[config.mk]
export PLATFORM = sky130hd
export DESIGN_NAME = umem_arb
export DESIGN_NICKNAME = d
export VERILOG_FILES = /design/src/rtl/umem_arb_pkg.sv /design/src/rtl/umem_arb_rr.sv /design/src/rtl/umem_arb.sv
export SDC_FILE = /design/constraint.sdc
export NUM_CORES = 1
export LEC_CHECK = 0
export ABC_AREA = 1
export CORE_UTILIZATION = 42
export DETAILED_ROUTE_END_ITERATION = 6
export GPL_ROUTABILITY_DRIVEN = 0
export HOLD_SLACK_MARGIN = 0.06
export PLACE_DENSITY = 0.93
export SYNTH_ARGS = -nofsm -noshare
export SYNTH_HDL_FRONTEND = slang
export SYNTH_SLANG_ARGS = --single-unit
export TNS_END_PERCENT = 5
[constraint.sdc]
create_clock -name clk -period 3.6 [get_ports clk]
set_clock_uncertainty 0.1 [all_clocks]
set_input_delay 0.72 -clock clk [delete_from_list [all_inputs] [get_ports clk]]
set_output_delay 0.72 -clock clk [all_outputs]
set_load 0.02 [all_outputs]
[src/rtl/umem_arb_pkg.sv]
// umem_arb_pkg: shared state and access-size types for the unified memory arbiter
package umem_arb_pkg;
  typedef enum logic {IDLE, ISSUE} state_t;
  typedef enum logic [1:0] {SZ_B = 2'd0, SZ_H = 2'd1, SZ_W = 2'd2} size_t;
endpackage

[src/rtl/umem_arb_rr.sv]
// umem_arb_rr: two-way round-robin picker; last is the index granted most recently
module umem_arb_rr (
  input  logic [1:0] req,
  input  logic       last,
  output logic [1:0] grant
);
  assign grant = {req[1] & (~req[0] | ~last), req[0] & (~req[1] | last)};
endmodule

[src/rtl/umem_arb.sv]
// umem_arb: two-requester memory arbiter; define UMEM_ARB_TIMEOUT_EN to abort stalled accesses after TIMEOUT cycles
module umem_arb
  import umem_arb_pkg::*;
#(
  parameter int AW      = 32,
  parameter int DW      = 32,
  parameter int TIMEOUT = 255
) (
  input  logic          clk,
  input  logic          nreset,
  input  logic          r0_req,
  input  logic          r0_rw,
  input  logic [AW-1:0] r0_addr,
  input  logic [DW-1:0] r0_wdata,
  input  logic [1:0]    r0_size,
  output logic          r0_gnt,
  output logic          r0_done,
  output logic          r0_err,
  input  logic          r1_req,
  input  logic          r1_rw,
  input  logic [AW-1:0] r1_addr,
  input  logic [DW-1:0] r1_wdata,
  input  logic [1:0]    r1_size,
  output logic          r1_gnt,
  output logic          r1_done,
  output logic          r1_err,
  output logic [DW-1:0] rdata,
  output logic          mem_req,
  output logic          mem_rw,
  output logic [AW-1:0] mem_addr,
  output logic [DW-1:0] mem_wdata,
  output logic [1:0]    mem_size,
  input  logic          mem_ack,
  input  logic [DW-1:0] mem_rdata
);
  state_t        r_state;
  logic [1:0]    r_gnt, r_done, w_gnt;
  logic          r_owner, r_last, r_mem_req, r_rw;
  logic [AW-1:0] r_addr;
  logic [DW-1:0] r_wdata, r_rdata;
  size_t         r_size;
  umem_arb_rr u_rr (.req({r1_req, r0_req}), .last(r_last), .grant(w_gnt));
  assign {r1_gnt, r0_gnt}   = r_gnt;
  assign {r1_done, r0_done} = r_done;
  assign rdata     = r_rdata;
  assign mem_req   = r_mem_req;
  assign mem_rw    = r_rw;
  assign mem_addr  = r_addr;
  assign mem_wdata = r_wdata;
  assign mem_size  = r_size;
`ifdef UMEM_ARB_TIMEOUT_EN
  localparam int CW = (TIMEOUT > 1) ? $clog2(TIMEOUT) : 1;
  logic [CW-1:0] r_cnt;
  logic          r_err;
  assign r0_err = r_err & r_done[0];
  assign r1_err = r_err & r_done[1];
`else
  assign r0_err = 1'b0;
  assign r1_err = 1'b0;
`endif
  always_ff @(posedge clk or negedge nreset) begin
    if (!nreset) begin
      r_state   <= IDLE;
      r_gnt     <= '0;
      r_done    <= '0;
      r_owner   <= 1'b0;
      r_last    <= 1'b1;
      r_mem_req <= 1'b0;
      r_rw      <= 1'b0;
      r_addr    <= '0;
      r_wdata   <= '0;
      r_size    <= SZ_B;
      r_rdata   <= '0;
`ifdef UMEM_ARB_TIMEOUT_EN
      r_cnt     <= '0;
      r_err     <= 1'b0;
`endif
    end else begin
      r_gnt  <= '0;
      r_done <= '0;
`ifdef UMEM_ARB_TIMEOUT_EN
      r_err  <= 1'b0;
`endif
      // a requester still sees its own done this cycle, so hold off one cycle before regranting
      if (r_state == IDLE) begin
        if (|w_gnt && !(|r_done)) begin
          r_gnt   <= w_gnt;
          r_owner <= w_gnt[1];
          r_rw    <= w_gnt[1] ? r1_rw : r0_rw;
          r_addr  <= w_gnt[1] ? r1_addr : r0_addr;
          r_wdata <= w_gnt[1] ? r1_wdata : r0_wdata;
          r_size  <= size_t'(w_gnt[1] ? r1_size : r0_size);
          r_state <= ISSUE;
`ifdef UMEM_ARB_TIMEOUT_EN
          r_cnt   <= '0;
`endif
        end
      end else if (!r_mem_req) begin
        r_mem_req <= 1'b1;
      end else if (mem_ack) begin
        r_mem_req <= 1'b0;
        r_done    <= r_owner ? 2'b10 : 2'b01;
        r_rdata   <= r_rw ? '0 : mem_rdata;
        r_last    <= r_owner;
        r_state   <= IDLE;
`ifdef UMEM_ARB_TIMEOUT_EN
      end else if (r_cnt == CW'(TIMEOUT - 1)) begin
        r_mem_req <= 1'b0;
        r_done    <= r_owner ? 2'b10 : 2'b01;
        r_err     <= 1'b1;
        r_rdata   <= '0;
        r_last    <= r_owner;
        r_state   <= IDLE;
      end else begin
        r_cnt <= r_cnt + 1'b1;
`endif
      end
    end
  end
endmodule

Yosys cells after proc, flatten, opt, wreduce, memory -nomap -nowiden
Cells that the tools add are included.
{"block": "totals", "reg_bits": 107, "in_bits": 171, "wordCells": 40}
{"block": "op_classes", "mux": 15, "bitwise_logic": 8, "reduce_logical": 6}
{"cell": "$mux 32", "n": 3}
{"cell": "$mux 2", "n": 7}
{"cell": "$mux 1", "n": 5}
{"cell": "$not 1->1", "n": 4}
{"cell": "$reduce_or 2->1", "n": 2}
{"cell": "$reduce_and 3->1", "n": 1}
{"cell": "$and 1x1->1", "n": 2}
{"cell": "$or 1x1->1", "n": 2}
{"cell": "$reduce_and 2->1", "n": 1}
{"cell": "$logic_and 1x1->1", "n": 1}
{"cell": "$logic_not 1->1", "n": 1}

Logic depth before layout (Yosys ltp)
Gate-level depths: netlist of the first run.
{"block": "logic_depth", "ltp_word": 7, "ltp_mapped": 9}

By module
A second synthesis of the first run with hierarchy kept.
{"block": "unflattened", "hier_cells": 687, "area_unflattened_um2": 5079.9}
{"mod": "umem_arb", "instances": 1, "cells_each": 682, "area_each_um2": 5059.9, "seq_area_each_um2": 2678.8}
{"mod": "umem_arb_rr", "instances": 1, "cells_each": 5, "area_each_um2": 20.0, "seq_area_each_um2": 0.0}

Worst setup path after synthesis of the first run
Ideal clock, no wire load.
{"block": "synth_path", "path_type": "input port to flip-flop", "startpoint": "in r0_req", "endpoint": "reg r_addr[0] (netlist: mem_addr[0])", "setup_ns": 0.116, "arrival_time_ns": 1.431, "required_time_ns": 3.384, "slack_ns": 1.953, "cell_stages": 8, "n_path_buf": 2, "path_cell_list": "nand2_1 -> nand2_2 -> buf_4 -> buf_4 -> nand2_1 -> nand2_1 -> nand2_1 -> nand2_1"}
{"block": "synth_between", "elab_chain_len": 6, "word_cells_on_any_way": 8, "cone_classes": "mux: 1; bitwise: 4; reduce/logical: 3"}
{"item": "start: declaration", "line": "umem_arb.sv:11", "text": "input logic r0_req,"}
{"item": "$not 1->1", "line": "umem_arb_rr.sv:7", "text": "assign grant = {req[1] & (~req[0] | ~last), req[0] & (~req[1] | last)};"}
{"item": "$or 1x1->1", "line": "umem_arb_rr.sv:7"}
{"item": "$and 1x1->1", "line": "umem_arb_rr.sv:7"}
{"item": "$reduce_or 2->1", "line": "umem_arb.sv:86", "text": "if (|w_gnt && !(|r_done)) begin"}
{"item": "$logic_and 1x1->1", "line": "umem_arb.sv:86"}
{"item": "$reduce_and 2->1 (no source line)"}
{"item": "end signal: assignment", "line": "umem_arb.sv:90", "text": "r_addr <= w_gnt[1] ? r1_addr : r0_addr;"}
{"item": "end: declaration", "line": "umem_arb.sv:39", "text": "logic [AW-1:0] r_addr;"}
Parallel ways exist; a longest one is shown, timed or not.
A chain may end at the register's enable or synchronous reset.

Final worst setup path of the first run
{"block": "layout_path", "startpoint": "in mem_ack", "endpoint": "reg r_rdata[16] (netlist: rdata[16])"}
{"block": "layout_between", "elab_chain_len": 1}
{"item": "start: declaration", "line": "umem_arb.sv:33", "text": "input logic mem_ack,"}
{"item": "$reduce_and 3->1 (no source line)"}
{"item": "end signal: assignment", "line": "umem_arb.sv:103", "text": "r_rdata <= r_rw ? '0 : mem_rdata;"}
{"item": "end: declaration", "line": "umem_arb.sv:40", "text": "logic [DW-1:0] r_wdata, r_rdata;"}
No other way between the ends.

==> results.toml, run 1 <==
[status]
outcome = "finished with violations"
violations = "DRC"

[logic_synthesis]
synth.area.top_cells = "dfrtp_1 (52%), nand2_1 (30%), nand3_1 (6.7%), o21ai_0 (2.8%), buf_2 (1.8%)"
syn_area_um2 = 5060
synth.avg_cell_area_um2 = 7.44
synth_top_family_by_area = "simple AND/OR/NAND/NOR gates"
ys_types = 20
seq_area_frac_synth = 0.529
synth_top_area_frac = 0.524
synth_mux_area_frac = 0
synth_xor_area_frac = 0
synth_compound_area_frac = 0.0361
synth_cells = 680
synth-adder-area-share = 0
yosys_warnings = 0
synth_area_leader_cell = "dfrtp_1"
synth-simple-area-share = 0.378
ys_seq_elements = 107

[pwr]
leakagePower_uw = 0.00402
p_sw_uw = 2670
p_int_uw = 3820
pwr-share-seq = 0.325
switching_share = 0.411
peakVddDrop_uv = 420
p_per_area_nw_per_um2 = 798
combPwrFrac = 0.524
clockPowerShare = 0.152

[critical_path]
cp_max_fo = 69
crit_start = "mem_ack"
reg2reg_slack_ns = 1.56
worst-setup-path-type = "input pin to flip-flop"
end_kind = "flip-flop"
reg2regPathDepth = 2
arrival_ns = 2.62
r2r-start = "r_state"
worstSetupStartpointType = "input pin"
reg2reg_to = "rdata[16]"
crit_required_ns = 3.70

[timing]
timing.slew.headroom = 0.286
drv_slew = 0
hold_viol_final = 0
worstMarginPinSlew_ns = 1.07
setup_tns_ns = 0
fin_crit_sh = 0.700
rsz0062_at_grt = "false"
fin_ws_ns = 1.08
setup_viol = 0
whs_ns = 0.298
max_freq_mhz = 397
fin_crit_ns = 2.52

[cells_and_area]
fillers = 904
seqCellArea_um2 = 2680
final_common_cell = "nand2_1"
multi_input_area_um2 = 2110
nNetsFinal = 1096
final_cell_mix = "nand2_1 (405), clkdlybuf4s50_1 (272), dfrtp_1 (106), nand3_1 (67), o21ai_0 (28)"
area_growth_pct = 60.7
drive_gt1_frac = 0.0366
antenna_cells = 0
post-route-util = 0.703
final_cells = 1073

[cts]
cts_sinks = 107
cts_inserted_buffers = 9
cts-resized-gates = 0
clockBufferDepth = 2
cts_tree = "built"
postCtsHoldBufs = 0
postCtsSetupBuffers = 0
clk_latency_ns = 0.33
cts-root-buf = "clkbuf_16"
path_clk_slew_ns = 0.07
cts_htree_levels = 3

[global_route]
grt_max_degree = 70
grt_pass1_wl_um = 25500
gr-total-overflow = 0
grt_use_total = 0.258
antenna_found_initial = 0
grt_pass1_vias = 5156

[placed_design]
port-buffer-count = 274
place_ws_ns = 0.740
dpl.cell_count = 1057
dp_hpwl_um = 11400

[route]
drt_pre_antenna_iters = 7
routed_wl_um = 15700
via_per_inst = 4.91
vias = 5264
drt_iter0_drc = 410
drc_errors = 20
ant_nets = 0
wl_per_cell_um = 14.7

[floorplan]
die_area_um2 = 12500
ios = 277
initial_core_util = 0.438
placementRows = 39
die_h_um = 112
die_w_um = 112
core-area_um2 = 11600

[hold_path]
hp-class = "input pin to asynchronous set/reset pin"

[flow_run]
maxCapViolCount = 0
==> metrics by stage <==
step	cell area, µm²	total power, µW
finish	8130	6490
global route	8130	6910
CTS	8130	6540
detailed placement	7830	5540
global placement	7830	5420
floorplan	5060	3890
==> worst max-delay path, cell delays in order <==
cell	delay [ns]
clkdlybuf4s50_1	0.50
nand3_2	0.83
o21ai_0	0.56
==> logic make-up after synthesis <==
family | count (synthesis)
flops | 107
other cells | 1
compound gates | 36
simple gates | 482
buf+inv | 54
==> power groups by stage <==
stage	logic [µW]	registers [µW]	clock network, µW
finish	3400	2110	986
global route	3680	2170	1070
CTS	3440	2110	1000
detailed placement	3430	2110	0
global placement	3330	2090	0
floorplan	1130	2760	0
==> flip-flops by register name, summed over array words and instances (netlist names), 2 cells and up <==
| name | count |
|---|---|
| mem_wdata | 32 |
| r_gnt | 2 |
| r_done | 2 |
| mem_addr | 32 |
| rdata | 32 |
| mem_size | 2 |
==> synthesized netlist by cell type (all sizes together) <==
| master | instances |
|---|---|
| conb | 1 |
| dfstp | 1 |
| clkbuf | 18 |
| buf | 30 |
| o21ai | 34 |
| o21a | 1 |
| a21oi | 1 |
| nor2 | 5 |
| nand2 | 408 |
| dfrtp | 106 |
| inv | 6 |
| nand3 | 69 |
==> cell type report <==
type | instances | share of cell area
repair buffers | 281 | 0.349
flip-flops and latches | 107 | 0.329
multi-input cells | 520 | 0.260
clock buffers | 9 | 0.0277
well taps | 143 | 0.0220
clock inverters | 7 | 0.00939
inverters | 6 | 0.00277
==> metal layers <==
layer  wire length [µm]  up-vias  track usage  part of all wire
met2               8090      224        0.464              0.51
met1               6040     2413        0.298              0.38
met4                396        0        0.101             0.025
met3               1220       35       0.0572             0.077
met5                  0        -            0                 0
li1                   -     2592            -                 -
==> how the worst max path moves through the flow <==
stage / endpoint / slack, ns / depth (start not counted)
after floorplan: mem_addr[0] / 1.95 / 8
after CTS: rdata[16] / 1.08 / 3
after detailed placement: rdata[16] / 0.74 / 3
after global placement: rdata[29] / 0.91 / 3
final: rdata[16] / 1.08 / 3
after global routing: rdata[16] / 0.82 / 3
(Power assumes the default switching activity.)
==> run 2: changes to the inputs <==
--- a/config.mk
+++ b/config.mk
@@ -6,11 +6,11 @@
 export NUM_CORES = 1
 export LEC_CHECK = 0
 export ABC_AREA = 1
-export CORE_UTILIZATION = 42
+export CORE_UTILIZATION = 39
 export DETAILED_ROUTE_END_ITERATION = 6
 export GPL_ROUTABILITY_DRIVEN = 0
 export HOLD_SLACK_MARGIN = 0.06
-export PLACE_DENSITY = 0.93
+export PLACE_DENSITY = 0.88
 export SYNTH_ARGS = -nofsm -noshare
 export SYNTH_HDL_FRONTEND = slang
 export SYNTH_SLANG_ARGS = --single-unit
==> constraint.sdc (replaced) <==
create_clock -name clk -period 2.6 [get_ports clk]
set_clock_uncertainty 0.1 [all_clocks]
set_input_delay 0.52 -clock clk [delete_from_list [all_inputs] [get_ports clk]]
set_output_delay 0.52 -clock clk [all_outputs]
set_load 0.02 [all_outputs]
==> results.toml, run 2 (same netlist as run 1, synthesis figures left out) <==
[status]
outcome = "completed"

[route]
drt_iter0_drc = 285
routed_wl_um = 15800
wl_met2_um = 7710
wl_met1_um = 6140
drt_pre_antenna_iters = 4
ant_nets = 0
vias = 5262
via_per_inst = 4.75
wl_met3_um = 1520
top_layer = "met4"
wl_per_cell_um = 14.3
drc_errors = 0

[placed_design]
dp_hpwl_um = 11400
place_ws_ns = 0.480
port-buffer-count = 274
dpl-instance-area_um2 = 7900

[timing]
max_freq_mhz = 494
fin_crit_sh = 0.778
timing.slew.headroom = 0.616
whs_ns = 0.0578
setup_viol = 0
drv_slew = 0
hold_viol_final = 0
rsz0062_at_grt = "false"
fin_ws_ns = 0.577
setup_tns_ns = 0
worstMarginPinSlew_ns = 0.576
fin_crit_ns = 2.02

[floorplan]
core-area_um2 = 12600
die_w_um = 116
ios = 277
die_area_um2 = 13400
placementRows = 41
initial_core_util = 0.401
die_h_um = 116

[global_route]
grt_max_degree = 69
antenna_found_initial = 0
grt_use_total = 0.240
gr-total-overflow = 0
grt_pass1_wl_um = 24600
grt_pass1_vias = 4931

[critical_path]
reg2reg_slack_ns = 0.99
path_delay_family = "buffers and inverters"
crit_required_ns = 1.98
path_cells = "clkdlybuf4s50_1"
worst-setup-path-type = "flip-flop to primary output"
reg2regPathDepth = 6
r2r-start = "r_state"
reg2reg_to = "mem_wdata[29]"
end_kind = "primary output"
arrival_ns = 1.40
cpPeakStageDelay_ns = 0.63
cpMaxStageDelayCell = "clkdlybuf4s50_1"
worstSetupStartpointType = "flip-flop"
cp_max_fo = 4
crit_buf_inv = 1

[cells_and_area]
area_growth_pct = 62.3
drive_gt1_frac = 0.0427
final_cell_area_um2 = 8210
final_common_cell = "nand2_1"
antenna_cells = 0
post-route-util = 0.651
nNetsFinal = 1102
final_cell_mix = "nand2_1 (405), clkdlybuf4s50_1 (272), dfrtp_1 (106), nand3_1 (67), o21ai_0 (28)"

[cts]
cts_htree_levels = 3
cts_inserted_buffers = 9
path_clk_slew_ns = 0.07
cts_tree = "built"
clk_latency_ns = 0.35
cts-resized-gates = 0
postCtsHoldBufs = 0
cts-root-buf = "clkbuf_16"
postCtsSetupBuffers = 0
cts_sinks = 107
clockBufferDepth = 2

[pwr]
p_per_area_nw_per_um2 = 1100
peakVddDrop_uv = 522
leakagePower_uw = 0.00405

[flow_run]
maxCapViolCount = 0

[hold_path]
hp-class = "input pin to asynchronous set/reset pin"
-- run 2: changes by cell type in the layout (fill, tap and decap cells not counted), sizes merged --
| cell | before | now |
|---|---|---|
| inv | 8 | 7 |
| buf | 9 | 15 |
| clkbuf | 9 | 10 |
-- run 2: area by class of cell --
type,instances,area [µm²]
clock buffers,10,239
repair buffers,287,2870
inverters,6,22.5
well taps,172,215
clock inverters,6,73.8
multi-input cells,520,2110
flip-flops and latches,107,2680
fillers,1053,4410
-- run 2: stage by stage --
step,std cells,total power (µW)
after floorplan,681,5380
after global placement,1092,7530
after detailed placement,1092,7670
after CTS,1108,9130
after global routing,1108,9670
final,1108,9040
-- run 2: worst max-delay path by stage --
stage          startpoint            to  slack, ns  cells past startpoint
3_3_place_gp       r0_req  mem_addr[29]       0.52                      8
6_report          mem_req       mem_req       0.58                      1
5_1_grt            mem_rw        mem_rw       0.53                      1
2_1_floorplan      r0_req   mem_addr[0]       1.15                      8
3_5_place_dp      mem_ack     rdata[14]       0.48                      5
4_1_cts           mem_req       mem_req       0.57                      1
-- run 2: where the power goes --
part / switching (µW) / total (µW) / internal, µW
registers: 439 / 2900 / 2460
logic: 2650 / 4720 / 2070
clock network: 640 / 1420 / 784
-- run 2: metal layers --
layer,up-vias,track usage
met1,2391,0.276
met2,237,0.414
met4,0,0.110
met5,-,0
li1,2606,-
met3,28,0.0690
